[config.mk]
export PLATFORM = sky130hd
export DESIGN_NAME = gate_tt_sequencer
export DESIGN_NICKNAME = d
export VERILOG_FILES = /design/src/rtl/gate_tt_sequencer.sv
export SDC_FILE = /design/constraint.sdc
export NUM_CORES = 1
export LEC_CHECK = 0
export BUFFER_PORTS_ARGS = -buffer_cell sky130_fd_sc_hd__buf_2
export CELL_PAD_IN_SITES_DETAIL_PLACEMENT = 0
export CELL_PAD_IN_SITES_GLOBAL_PLACEMENT = 1
export CORE_ASPECT_RATIO = 0.6
export CORE_MARGIN = 3
export CORE_UTILIZATION = 42
export CTS_CLUSTER_SIZE = 24
export DETAILED_ROUTE_END_ITERATION = 8
export MAX_ROUTING_LAYER = met4
export PLACE_DENSITY = 0.74
export SLEW_MARGIN = 10
export SYNTH_ARGS = -nofsm -noshare
export SYNTH_HDL_FRONTEND = slang
export SYNTH_SLANG_ARGS = --single-unit
[constraint.sdc]
create_clock -name clk -period 3.3 [get_ports clk]
set_input_delay 0.66 -clock clk [delete_from_list [all_inputs] [get_ports clk]]
set_output_delay 0.66 -clock clk [all_outputs]
set_load 0.1 [all_outputs]
[src/rtl/gate_tt_sequencer.sv]
// Truth-table sequencer for a 2-input gate: drives all four {a,b} vectors,
// samples the gate output after a settle interval, and reports a verdict.
module gate_tt_sequencer #(
    parameter int unsigned SETTLE_CYCLES = 2
) (
    input  logic       clk,
    input  logic       rst_n,
    input  logic       start,
    input  logic [3:0] expected,
    input  logic       gate_out,
    output logic       a,
    output logic       b,
    output logic       busy,
    output logic       done,
    output logic       pass,
    output logic [2:0] err_count,
    output logic [3:0] fail_mask
);

    localparam logic [1:0] IDLE   = 2'd0;
    localparam logic [1:0] DRIVE  = 2'd1;
    localparam logic [1:0] SAMPLE = 2'd2;
    localparam logic [1:0] DONE   = 2'd3;

    localparam logic [3:0] SETTLE_LAST = 4'(SETTLE_CYCLES - 1);

    logic [1:0] state;
    logic [1:0] idx;
    logic [3:0] settle;
    logic [3:0] exp_q;
    logic       mismatch;
    logic [2:0] err_next;

    assign mismatch = (gate_out != exp_q[idx]);
    assign err_next = err_count + {2'b00, mismatch};

    always_ff @(posedge clk or negedge rst_n) begin
        if (!rst_n) begin
            state     <= IDLE;
            idx       <= '0;
            settle    <= '0;
            exp_q     <= '0;
            pass      <= 1'b0;
            err_count <= '0;
            fail_mask <= '0;
        end else begin
            case (state)
                IDLE: begin
                    if (start) begin
                        exp_q     <= expected;
                        err_count <= '0;
                        fail_mask <= '0;
                        pass      <= 1'b0;
                        idx       <= '0;
                        settle    <= '0;
                        state     <= DRIVE;
                    end
                end
                DRIVE: begin
                    if (settle == SETTLE_LAST) begin
                        state <= SAMPLE;
                    end else begin
                        settle <= settle + 4'd1;
                    end
                end
                SAMPLE: begin
                    if (mismatch) begin
                        err_count      <= err_next;
                        fail_mask[idx] <= 1'b1;
                    end
                    // Verdict uses the count including this last sample.
                    if (idx == 2'd3) begin
                        pass  <= (err_next == 3'd0);
                        state <= DONE;
                    end else begin
                        idx    <= idx + 2'd1;
                        settle <= '0;
                        state  <= DRIVE;
                    end
                end
                default: begin
                    state <= IDLE;
                end
            endcase
        end
    end

    assign busy = (state == DRIVE) || (state == SAMPLE);
    assign done = (state == DONE);
    assign a    = busy & idx[1];
    assign b    = busy & idx[0];

endmodule
==> results.yml <==
drt:
  drt_iter0_drc: 59
  viasPerCell: 5.40
  detail-route-antenna-nets: 0
  dr_wl_met2_um: 897
  top_layer_used: "met4"
  wl_met1_um: 1360
  wl_um: 2360
  dr_wl_met3_um: 91
  drc: 0
  vias: 913
  drt_pass1_iterations: 4
  wl_per_cell_um: 14.0
worst_setup_path:
  crit_path_start_kind: "register"
  cp_num_buf_inv: 1
  cp_common_cell: "ha_1"
  arrival_ns: 2.74
  end_kind: "register"
  crit_family: "multiplexers"
  crit_fanout: 9
  path_cells: "mux4_2 -> xnor2_2 -> inv_1 -> ha_1 -> ha_1 -> xnor2_1 -> nand4_1 -> o21ai_0 -> a22o_1"
  slowest_stage: "mux4_2"
  required_ns: 3.44
  path_class: "reg2reg"
  max_stage_delay_ns: 0.57
die:
  die_y_um: 47.5
  num_rows: 14
  initial_core_util_pct: 46.1
  die_w_um: 75.1
  ioPinCount: 20
  dieArea_um2: 3570
  core_area_um2: 2610
yosys:
  yosys.area.top_type_share_pct: 41.6
  ys_ff_latch: 20
  synth-edff-count: 0
  synth-warning-count: 0
  syn_avg_cell_area_um2: 10.2
  synth.distinct_cells: 29
  synth.area.top_cells: "dfrtp_1 (42%), ha_1 (14%), mux2_2 (4.7%)"
  seq_area_frac_synth_pct: 41.6
  synthTopCellsByCount: "dfrtp_1 (20), ha_1 (13), nand2_1 (13), inv_1 (8)"
  async_reset_ff_share_pct: 100
  synth.largest_area_cell: "dfrtp_1"
  syn_nets: 139
  synthFlopType: "dfrtp_1"
  synth_most_common_cell: "dfrtp_1"
  synth_cells: 118
  syn_area_um2: 1200
clock_tree:
  cts_buffers: 3
  cts_tree: "built"
  clk_pin_slew_ns: 0.07
  root_buffer: "clkbuf_8"
  clock_path_buffers: 2
  clkSinkCount: 20
  cts-resized-gates: 0
  cts_setup_buffers: 0
  cts_max_level: 1
  clock_latency_ns: 0.25
  cts_hold_buf: 0
place:
  dp_hpwl_um: 1770
  io_buffers: 19
  dp.cells: 166
  gp_congestion: 0.746
cells_and_area:
  drive_above_1_share_pct: 25.5
  stdcell_count: 169
  n_antenna_cell: 0
  final_util_pct: 52.6
  syn_to_final_growth_pct: 14.0
  nets: 160
run_status:
  status: "completed"
timing:
  maxSlewHeadroom_pct: 66.2
  setup_violations: 0
  rsz0062_at_grt: "no"
  period_share_pct: 78.6
  slew_viol_final: 0
  tightest_slew_ns: 0.507
  setup_tns_ns: 0
  fin_crit_ns: 2.59
  max_freq_mhz: 385
  hold_violations: 0
  finClkSkew_ns: 0.00667
grt:
  antenna_found_initial: 0
  grt_pass1_wl_um: 4020
  grt_max_degree: 21
  grt_usage_pct: 15.7
  first_global_vias: 844
  grt_remaining_overflow: 0
min_path:
  hold_class: "in2async"
job:
  cap_violations: 0
[flip-flops by register name, indices dropped and copies added (netlist names)]
| name | count |
|---|---|
| pass | 1 |
| err_count | 3 |
| state | 2 |
| settle | 4 |
| fail_mask | 4 |
| idx | 2 |
| exp_q | 4 |
[cells in the final DEF, fill, tap and decap left out, drive strengths merged, types with 2 or more instances in the layout]
master / count
nand2: 13
nand3: 7
dfrtp: 20
o21ai: 7
a22o: 6
mux2: 5
o22a: 4
clkbuf: 3
inv: 8
ha: 13
nand2b: 4
nor2: 4
xnor2: 2
and2: 2
a21oi: 2
nand4: 2
nor3b: 5
buf: 20
a21o: 2
[logic make-up after synthesis]
family                   count (synthesis)  share of synthesized area (%)
XOR/XNOR                                 2                           2.08
AO/OA/AOI/OAI                           24                           14.4
flip-flops                              20                           41.6
multiplexers                             6                           6.55
adder cells (fa/ha/maj)                 13                           13.5
buffers and inverters                   12                           3.74
AND/OR/NAND/NOR                         41                           18.1
[layer usage]
| layer | up-vias | track usage, % |
|---|---|---|
| met1 | 442 | 22.7 |
| met5 | - | - |
| met2 | 14 | 22.0 |
| met3 | 2 | 4.40 |
| li1 | 455 | - |
| met4 | 0 | 3.19 |
[cell type report]
| cell class | instances | area, µm² |
|---|---|---|
| flip-flops and latches | 20 | 500 |
| clock buffers | 3 | 41.3 |
| inverters | 8 | 30.0 |
| repair buffers | 20 | 103 |
| fillers | 245 | 1240 |
| well taps | 32 | 40.0 |
| multi-input cells | 86 | 658 |
[stage by stage]
stage / area [µm²] / worst slack [ns] / hold WS (ns)
2_1_floorplan: 1200 / 0.432 / 0.364
3_3_place_gp: 1330 / 0.824 / 0.467
3_5_place_dp: 1330 / 0.725 / 0.472
4_1_cts: 1370 / 0.699 / 0.360
5_1_grt: 1370 / 0.522 / 0.378
6_report: 1370 / 0.705 / 0.353
[final timing paths]
| path | startpoint | to | slack (ns) | cells after the start |
|---|---|---|---|---|
| setup / recovery | idx[0] | pass | 0.71 | 9 |
| hold / removal | rst_n | exp_q[0] | 0.35 | 1 |
| setup reg to reg | idx[0] | pass | 0.71 | 9 |
| hold reg to reg | fail_mask[3] | fail_mask[3] | 0.48 | 1 |
| max in group asynchronous | rst_n | settle[2] | 2.62 | 1 |
| min in group clk | fail_mask[3] | fail_mask[3] | 0.48 | 1 |
Power is not shown: default switching activity piles up to over one toggle a cycle in this logic, so the estimate is an artifact.
